## src/rtl/multi_alarm.sv

```systemverilog
// multi_alarm: N_CH BCD HH:MM alarm channels with per-channel ring/snooze FSMs. Rev 1.0
// Optional snooze logic is built when MULTI_ALARM_SNOOZE_EN is defined.
`default_nettype none

module multi_alarm #(
  parameter int N_CH       = 4,
  parameter int RING_SEC   = 60,
  parameter int SNOOZE_MIN = 5,
  parameter int MAX_SNOOZE = 3,
  localparam int SELW      = (N_CH > 1) ? $clog2(N_CH) : 1
) (
  input  logic            clk,
  input  logic            rst,
  input  logic            tick_1hz,
  input  logic            c,
  input  logic            btn,
  input  logic [5:0]      cursor,
  input  logic [SELW-1:0] sel_ch,
  input  logic [3:0]      n_min0,
  input  logic [3:0]      n_min1,
  input  logic [3:0]      n_hrs0,
  input  logic [3:0]      n_hrs1,
  input  logic [3:0]      min0,
  input  logic [3:0]      min1,
  input  logic [3:0]      hrs0,
  input  logic [3:0]      hrs1,
  input  logic            en_tgl,
  input  logic            snooze,
  input  logic            stop,
  output logic [3:0]      c_min0,
  output logic [3:0]      c_min1,
  output logic [3:0]      c_hrs0,
  output logic [3:0]      c_hrs1,
  output logic [N_CH-1:0] ch_en,
  output logic [N_CH-1:0] ring,
  output logic            alert
);

  localparam int RW = $clog2(RING_SEC + 1);
`ifdef MULTI_ALARM_SNOOZE_EN
  localparam int SNZ_TICKS = SNOOZE_MIN * 60;
  localparam int SW        = $clog2(SNZ_TICKS + 1);
  localparam int CW        = (MAX_SNOOZE > 0) ? $clog2(MAX_SNOOZE + 1) : 1;
`endif

`ifdef MULTI_ALARM_SNOOZE_EN
  typedef enum logic [1:0] {ST_IDLE, ST_ARMED, ST_RING, ST_SNOOZE} state_t;
`else
  typedef enum logic [1:0] {ST_IDLE, ST_ARMED, ST_RING} state_t;
`endif

  logic [3:0] s_min0 [N_CH];
  logic [3:0] s_min1 [N_CH];
  logic [3:0] s_hrs0 [N_CH];
  logic [3:0] s_hrs1 [N_CH];

  state_t        state_q [N_CH];
  state_t        state_d [N_CH];
  logic [RW-1:0] rtim_q  [N_CH];
  logic [RW-1:0] rtim_d  [N_CH];
`ifdef MULTI_ALARM_SNOOZE_EN
  logic [SW-1:0] stim_q  [N_CH];
  logic [SW-1:0] stim_d  [N_CH];
  logic [CW-1:0] scnt_q  [N_CH];
  logic [CW-1:0] scnt_d  [N_CH];
`endif

  logic [N_CH-1:0] match, match_q, fire;
  logic            sel_ok, wr_ok;

  // Read-back mux for the selected channel; also feeds the hour-range check on writes.
  always_comb begin
    sel_ok = (int'(sel_ch) < N_CH);
    c_min0 = 4'd0;
    c_min1 = 4'd0;
    c_hrs0 = 4'd0;
    c_hrs1 = 4'd0;
    if (sel_ok) begin
      c_min0 = s_min0[sel_ch];
      c_min1 = s_min1[sel_ch];
      c_hrs0 = s_hrs0[sel_ch];
      c_hrs1 = s_hrs1[sel_ch];
    end
  end

  always_comb begin
    wr_ok = 1'b0;
    if (c && btn && sel_ok) begin
      case (cursor)
        6'b000100: wr_ok = (n_min0 <= 4'd9);
        6'b001000: wr_ok = (n_min1 <= 4'd5);
        6'b010000: wr_ok = (n_hrs0 <= 4'd9) && !(c_hrs1 == 4'd2 && n_hrs0 > 4'd3);
        6'b100000: wr_ok = (n_hrs1 <= 4'd2) && !(n_hrs1 == 4'd2 && c_hrs0 > 4'd3);
        default:   wr_ok = 1'b0;
      endcase
    end
  end

  always_ff @(posedge clk or negedge rst) begin
    if (!rst) begin
      for (int i = 0; i < N_CH; i++) begin
        s_min0[i] <= 4'd0;
        s_min1[i] <= 4'd0;
        s_hrs0[i] <= 4'd0;
        s_hrs1[i] <= 4'd0;
      end
    end else if (wr_ok) begin
      case (cursor)
        6'b000100: s_min0[sel_ch] <= n_min0;
        6'b001000: s_min1[sel_ch] <= n_min1;
        6'b010000: s_hrs0[sel_ch] <= n_hrs0;
        6'b100000: s_hrs1[sel_ch] <= n_hrs1;
        default: ;
      endcase
    end
  end

  always_comb begin
    for (int i = 0; i < N_CH; i++) begin
      match[i] = (s_min0[i] == min0) && (s_min1[i] == min1) &&
                 (s_hrs0[i] == hrs0) && (s_hrs1[i] == hrs1);
      ring[i]  = (state_q[i] == ST_RING);
      ch_en[i] = (state_q[i] != ST_IDLE);
    end
    fire  = match & ~match_q & {N_CH{~c}};
    alert = |ring;
  end

  always_comb begin
    for (int i = 0; i < N_CH; i++) begin
      state_d[i] = state_q[i];
      rtim_d[i]  = rtim_q[i];
`ifdef MULTI_ALARM_SNOOZE_EN
      stim_d[i]  = stim_q[i];
      scnt_d[i]  = scnt_q[i];
`endif
      if (en_tgl && sel_ok && sel_ch == SELW'(i)) begin
        state_d[i] = (state_q[i] == ST_IDLE) ? ST_ARMED : ST_IDLE;
        rtim_d[i]  = '0;
      end else begin
        case (state_q[i])
          ST_ARMED: begin
            if (fire[i]) begin
              state_d[i] = ST_RING;
              rtim_d[i]  = RW'(RING_SEC);
`ifdef MULTI_ALARM_SNOOZE_EN
              scnt_d[i]  = '0;
`endif
            end
          end
          ST_RING: begin
            if (stop) begin
              state_d[i] = ST_ARMED;
              rtim_d[i]  = '0;
            end else if (snooze) begin
              rtim_d[i]  = '0;
`ifdef MULTI_ALARM_SNOOZE_EN
              if (MAX_SNOOZE != 0 && int'(scnt_q[i]) >= MAX_SNOOZE) begin
                state_d[i] = ST_ARMED;
              end else begin
                state_d[i] = ST_SNOOZE;
                stim_d[i]  = SW'(SNZ_TICKS);
                // Saturate so the unlimited case cannot wrap the counter.
                if (scnt_q[i] != '1) scnt_d[i] = scnt_q[i] + 1'b1;
              end
`else
              state_d[i] = ST_ARMED;
`endif
            end else if (tick_1hz) begin
              if (rtim_q[i] <= RW'(1)) begin
                state_d[i] = ST_ARMED;
                rtim_d[i]  = '0;
              end else begin
                rtim_d[i]  = rtim_q[i] - 1'b1;
              end
            end
          end
`ifdef MULTI_ALARM_SNOOZE_EN
          ST_SNOOZE: begin
            if (stop) begin
              state_d[i] = ST_ARMED;
              stim_d[i]  = '0;
            end else if (tick_1hz) begin
              if (stim_q[i] <= SW'(1)) begin
                state_d[i] = ST_RING;
                stim_d[i]  = '0;
                rtim_d[i]  = RW'(RING_SEC);
              end else begin
                stim_d[i]  = stim_q[i] - 1'b1;
              end
            end
          end
`endif
          default: ;
        endcase
      end
    end
  end

  always_ff @(posedge clk or negedge rst) begin
    if (!rst) begin
      match_q <= '0;
      for (int i = 0; i < N_CH; i++) begin
        state_q[i] <= ST_IDLE;
        rtim_q[i]  <= '0;
`ifdef MULTI_ALARM_SNOOZE_EN
        stim_q[i]  <= '0;
        scnt_q[i]  <= '0;
`endif
      end
    end else begin
      match_q <= match;
      for (int i = 0; i < N_CH; i++) begin
        state_q[i] <= state_d[i];
        rtim_q[i]  <= rtim_d[i];
`ifdef MULTI_ALARM_SNOOZE_EN
        stim_q[i]  <= stim_d[i];
        scnt_q[i]  <= scnt_d[i];
`endif
      end
    end
  end

endmodule

`default_nettype wire

```

## config.mk

```make
export PLATFORM = sky130hd
export DESIGN_NAME = multi_alarm
export DESIGN_NICKNAME = d
export VERILOG_FILES = /design/src/rtl/multi_alarm.sv
export SDC_FILE = /design/constraint.sdc
export NUM_CORES = 1
export LEC_CHECK = 0
export CAP_MARGIN = 20
export CORE_ASPECT_RATIO = 1.25
export CORE_UTILIZATION = 48
export CTS_BUF_LIST = sky130_fd_sc_hd__clkbuf_2 sky130_fd_sc_hd__clkbuf_4 sky130_fd_sc_hd__clkbuf_8
export CTS_CLUSTER_DIAMETER = 40
export DETAILED_ROUTE_END_ITERATION = 7
export PLACE_DENSITY = 0.68
export SLEW_MARGIN = 20
export SYNTH_ARGS = -nofsm -noshare
export SYNTH_HDL_FRONTEND = slang
export SYNTH_SLANG_ARGS = --single-unit
export TNS_END_PERCENT = 20
```

## constraint.sdc

```tcl
create_clock -name clk -period 2.3 [get_ports clk]
set_input_delay 0.23 -clock clk [delete_from_list [all_inputs] [get_ports clk]]
set_output_delay 0.23 -clock clk [all_outputs]
set_load 0.02 [all_outputs]
```

==> run_results.csv, run 1 <==
group,metric,value,unit
status,status,"complete, no violations",
min_path,hp-class,"in2async",
sta,rsz0062_at_grt,"yes",
die,die_width,101,µm
sta,tightest_slew,691,ps
cts,path_clk_slew,100,ps
route,drt_pass1_iterations,5,
die,io_pins,73,
global_routing,grt_overflow,0,
critical_path,required,2580,ps
die,die_h,126,µm
route,vias,4968,
die,die_area,12700,µm²
critical_path,cp-end-kind,"flop",
die,coreArea,11800,µm²
place,dp_slack,-752,ps
synthesis,synthArstFlopShare,1.00,
synthesis,synth_flop_cell,"dfrtp_1",
power,ir_drop,0.000397,V
global_routing,track_usage,0.273,
critical_path,crit_fanout,7,
synthesis,ys_ff_latch,100,
synthesis,synth_warnings,0,
synthesis,synth_fp_nets,615,
route,drc,0,
critical_path,setup.worst_path.start_class,"flop",
cts,cts_root_buffer,"clkbuf_8",
route,wl_per_cell,18.6,µm
layout,layout.cells.non_filler,879,
synthesis,syn_inst,556,
synthesis,synth.area.top_cells,"dfrtp_1, mux2_2, xnor2_1, mux4_2, nor2_1",
global_routing,grtUsageMet1,0.323,
die,initial_core_util,0.498,
global_routing,grt_pass1_wl,26200,µm
cts,htreeDepth,3,
layout,fill_cells,972,
sta,hold_viol_final,0,
place,hpwl,12600,µm
global_routing,use_met3,0.0350,
synthesis,ys_seq_area_frac,0.426,
global_routing,busiest_layer,"met2",
synthesis,syn_area,5870,µm²
synthesis,yosysTopAreaCell,"dfrtp_1",
sta,period_needed,2290,ps
power,power.density,636,nW/µm²
sta,setup_viol,0,
sta,max_freq,436,MHz
critical_path,path_class,"reg2reg",
synthesis,synth-edff-count,0,
power,leakage,3.43,nW
global_routing,antenna_found_initial,0,
run,cap_violations,0,
place,port_buffers,72,
cts,clk_latency,380,ps
cts,max-clock-path-buffers,2,
route,routed_wl,16300,µm
place,gp_congestion,0.935,
global_routing,met2_usage,0.477,
cts,cts_inserted_buffers,9,
route,drt-initial-drc-count,204,
layout,areaGrowthSynthToFinish,32.3,%
cts,clock_sinks,100,
sta,relSlewSlack,0.533,
cts,tritoncts,"done",
synthesis,syn_avg_cell_area,10.6,µm²
global_routing,grt_max_degree,54,
sta,drv_slew,0,
layout,drive_gt1_frac,0.299,
global_routing,grt_pass1_vias,5214,
route,via_per_inst,5.65,
place,dp_cells,860,
sta,layout_worst_path_cycle_share,0.997,
synthesis,yosys.area.top_type_share,0.426,
layout,final_nets,772,
route,ant_nets,0,
layout,diodes,0,
sta,fin_ws,6.69,ps
die,rows,44,
critical_path,arrival,2570,ps
synthesis,synthDistinctLibCells,48,
sta,skew,8.94,ps
sequential cells by signal (all words and copies together) (netlist names):
| name | cells |
|---|---|
| match_q | 4 |
| rtim_q | 24 |
| s_hrs0 | 16 |
| s_hrs1 | 16 |
| s_min0 | 16 |
| s_min1 | 16 |
| state_q | 8 |
cells by family (layout without fill, tap and decap cells):
logic type | after synthesis | in the layout | synth area share
flip-flops | 100 | 100 | 0.426
multiplexers | 73 | 73 | 0.169
AO/OA/AOI/OAI | 91 | 91 | 0.101
adder cells (fa/ha/maj) | 11 | 11 | 0.0234
buffers and inverters | 46 | 208 | 0.0300
AND/OR/NAND/NOR | 171 | 171 | 0.155
XOR/XNOR | 64 | 64 | 0.0955
final timing paths:
path	from	to	slack, ps	cells past startpoint
min	rst	s_min1[14]	280	2
min reg2reg	rtim_q[5]	rtim_q[5]	520	1
max in group asynchronous	rst	s_min0[14]	1370	3
min in group clk	rtim_q[5]	rtim_q[5]	520	1
max reg2reg	s_hrs1[1]	s_hrs0[5]	7	7
max	s_hrs1[1]	s_hrs0[5]	7	7
layout by cell type (no fill, tap or decap), types with 10 or more instances in the layout:
master	instances
a21oi_1	14
clkdlybuf4s50_1	68
o21ai_0	27
ha_1	10
dfrtp_1	100
inv_1	18
xnor2_1	63
nor3_1	11
clkbuf_8	10
mux4_2	15
mux2_2	52
nor2b_1	13
nand4_1	22
nor2_1	43
buf_4	101
nand2_1	23
metrics by stage:
step                setup TNS, ps  power [mW]  hold WS [ps]  area [µm²]   util
finish                          0        4.94           280        7760  0.659
floorplan                    -592        3.12         -65.6        5870      -
CTS                             0        4.95           273        7710  0.655
detailed placement         -33480        3.77           151        7440  0.631
global placement           -27340        3.72           140        7440  0.631
global route                 -418        5.25           295        7760  0.659
per-layer routing:
layer / wire length (µm) / vias up / share of wire
met5: 0 / - / 0
met4: 708 / 0 / 0.043
met3: 655 / 43 / 0.040
met2: 8500 / 146 / 0.52
met1: 6460 / 2453 / 0.40
li1: - / 2326 / -
what timing repair did:
action                                  in CTS  in global routing
endpoints found under the setup margin      48                 43
pin swaps                                    0                  8
resized for setup                           16                 14
hold buffers                                 1                  0
endpoints found under the hold margin       21                  0
setup buffers                                0                  2
synthesized netlist by cell type (all sizes together) (2+ instances only):
| master | instances |
|---|---|
| a211oi | 2 |
| a21boi | 3 |
| a21o | 2 |
| a21oi | 14 |
| a22o | 2 |
| a31oi | 8 |
| and2 | 5 |
| buf | 6 |
| clkbuf | 22 |
| dfrtp | 100 |
| ha | 11 |
| inv | 18 |
| mux2 | 58 |
| mux4 | 15 |
| nand2 | 23 |
| nand2b | 5 |
| nand3 | 7 |
| nand4 | 22 |
| nand4b | 4 |
| nor2 | 43 |
| nor2b | 13 |
| nor3 | 19 |
| nor4 | 8 |
| nor4b | 3 |
| o211ai | 3 |
| o21a | 3 |
| o21ai | 27 |
| o21bai | 3 |
| o22a | 5 |
| o22ai | 2 |
| o311ai | 2 |
| o31ai | 6 |
| o32ai | 3 |
| o41ai | 2 |
| or2 | 8 |
| or3 | 5 |
| or4 | 2 |
| xnor2 | 64 |
report_power, final:
group / internal, mW / total, mW / switching, mW
logic: 0.779 / 1.67 / 0.889
clock network: 0.531 / 1.18 / 0.644
registers: 1.93 / 2.09 / 0.167
critical path: stages (launching register included):
cell and delay [ps]:
dfrtp_1 400, mux4_2 500, nor2b_1 150, a31oi_1 200, nor4_2 70, buf_4 210, nor3_4 270, mux2_2 370
cell type report:
| type | instances | area, µm² | area share |
|---|---|---|---|
| multi-input combinational | 410 | 3300 | 0.426 |
| clock inverter | 6 | 63.8 | 0.00822 |
| clock buffer | 10 | 138 | 0.0177 |
| inverter | 18 | 67.6 | 0.00870 |
| sequential | 100 | 2500 | 0.322 |
| timing repair buffer | 174 | 1490 | 0.192 |
| tap | 161 | 201 | 0.0259 |
Note: power is estimated with default switching activity, not from simulation.
==> inputs of run 2 (changes only) <==
PLACE_DENSITY = 0.71   (was 0.68)
==> run 2 against run 1 <==
  * Global-route usage about the same
  * Final cell count increased by 0.80%
  * Die area stayed put
==> run_results.csv, run 2 (synthesized netlist as in run 1, its figures left out) <==
group,metric,value,unit
status,status,"complete, no violations",
sta,relSlewSlack,0.560,
critical_path,path_cells,"clkdlybuf4s50_1 -> buf_4 -> xnor2_1 -> nand4_1 -> nor4_1 -> buf_4 -> a21boi_1 -> o21bai_1 -> a22o_1",
sta,period_needed,2270,ps
route,via_per_inst,5.71,
layout,design_area,7850,µm²
die,io_pins,73,
cts,tritoncts,"done",
min_path,hp-class,"in2async",
layout,largest-register,"rtim_q",
place,dp_slack,-720,ps
power,switching_share,0.342,
die,initial_core_util,0.498,
layout,largest_register_ff_count,24,
sta,max_freq,440,MHz
global_routing,grt_max_degree,101,
critical_path,worstReg2RegEnd,"s_hrs0[7]",
power,pwr-share-seq,0.416,
place,port_buffers,72,
global_routing,grt_pass1_vias,5157,
global_routing,grt_overflow,0,
place,hpwl,12700,µm
route,vias,5062,
power,p_sw,1.73,mW
global_routing,track_usage,0.273,
die,die_area,12700,µm²
layout,final_nets,779,
cts,path_clk_slew,110,ps
route,wl_per_cell,18.4,µm
sta,fin_ws,25.9,ps
cts,cts_root_buffer,"clkbuf_8",
critical_path,crit_buf_inv,3,
layout,drive_gt1_frac,0.305,
power,intPower,3.32,mW
die,rows,44,
layout,diodes,0,
power,power_frac_comb,0.330,
critical_path,arrival,2550,ps
layout,areaGrowthSynthToFinish,33.7,%
critical_path,slowest_stage,"nor4_1",
critical_path,reg2regPathDepth,7,
route,drt_pass1_iterations,5,
layout,final_common_cell,"buf_4",
critical_path,setup.worst_path.start_class,"input pin",
route,routed_wl,16300,µm
power,power.density,643,nW/µm²
cts,max-clock-path-buffers,2,
critical_path,cp_top_family,"buffers and inverters",
global_routing,grt_pass1_wl,26100,µm
die,die_h,126,µm
cts,clock_sinks,100,
cts,cts_setup_buffers,0,
critical_path,crit_fanout,6,
power,ir_drop,0.000344,V
layout,mostFrequentLayoutCells,"buf_4, dfrtp_1, clkdlybuf4s50_1",
route,ant_nets,0,
critical_path,cp-end-kind,"flop",
critical_path,reg2reg_from,"s_hrs0[15]",
die,die_width,101,µm
power,clockPowerShare,0.254,
sta,drv_slew,0,
global_routing,antenna_found_initial,0,
sta,tightest_slew,659,ps
die,coreArea,11800,µm²
route,drc,0,
sta,hold_viol_final,0,
critical_path,slowest_delay,530,ps
sta,layout_worst_path_cycle_share,0.989,
critical_path,path_class,"in2reg",
critical_path,ff2ff_setup_slack,60,ps
cts,clk_latency,390,ps
sta,rsz0062_at_grt,"no",
place,placed_cell_area,7500,µm²
route,drt-initial-drc-count,369,
cts,htreeDepth,3,
layout,fill_cells,940,
run,cap_violations,0,
power,leakage,3.54,nW
sta,skew,16.7,ps
critical_path,required,2570,ps
cts,cts_inserted_buffers,9,
critical_path,cpMostUsedCell,"buf_4",
sta,setup_viol,0,
place,gp_congestion,0.957,
power,total_power,5.04,mW
sta,tns,0,ps
==> run 2: cell types whose count changed in the layout (fill, tap and decap cells not counted), moves of 2 or more <==
cell,previous run,this run
mux2_2,52,58
mux2_4,6,0
buf_4,101,107
dlymetal6s2s_1,0,2
inv_6,0,2
==> run 2: what timing repair did <==
item | 4_1_cts | 5_1_grt
hold buffers | 1 | 0
gates resized for setup | 14 | 12
pin swaps | 0 | 5
endpoints found under the setup margin | 50 | 33
hold endpoints to repair | 100 | 0
==> run 2: area by class of cell <==
class | instances | area, µm² | area share
sequential | 100 | 2500 | 0.319
tap | 161 | 201 | 0.0257
clock buffer | 9 | 124 | 0.0158
inverter | 18 | 67.6 | 0.00861
multi-input combinational | 410 | 3300 | 0.421
timing repair buffer | 181 | 1550 | 0.198
clock inverter | 7 | 97.6 | 0.0124
==> run 2: power by group through the flow <==
stage,sequential [mW],combinational (mW),clock [mW]
4_1_cts,2.10,1.65,1.30
3_5_place_dp,2.13,1.64,0
6_report,2.10,1.66,1.28
2_1_floorplan,2.08,1.04,0
3_3_place_gp,2.11,1.58,0
5_1_grt,2.12,1.85,1.37
==> run 2: worst register-to-register path, cell delays in order, from the launching register on <==
cell      delay (ps)
dfrtp_1          430
mux4_2           490
nor2_1           110
and4bb_2         240
nor4_2            50
buf_4            180
nor3_4           260
mux2_2           370
==> run 2: layer usage <==
metal	vias to the layer above	track usage	share of wire
li1	2350	-	-
met1	2485	0.321	0.39
met2	177	0.474	0.52
met3	50	0.0466	0.045
met4	0	0.141	0.043
met5	-	0	0
==> run 2: per-stage QoR <==
| step | util | hold WS [ps] | cells |
|---|---|---|---|
| floorplan | - | -65.6 | 556 |
| global placement | 0.637 | 328 | 869 |
| detailed placement | 0.637 | 342 | 869 |
| CTS | 0.662 | 460 | 886 |
| global route | 0.666 | 488 | 886 |
| finish | 0.666 | 434 | 886 |
==> run 2: how the worst max path moves through the flow <==
stage | depth (start not counted) | end | from | slack, ps
global placement | 8 | s_hrs0[12] | sel_ch[0] | -590
floorplan | 7 | s_hrs0[0] | sel_ch[0] | -40
finish | 9 | rtim_q[21] | min1[1] | 30
global route | 5 | c_min0[2] | sel_ch[1] | 3
detailed placement | 8 | s_hrs0[12] | sel_ch[0] | -720
CTS | 7 | s_hrs1[13] | s_hrs1[9] | -30
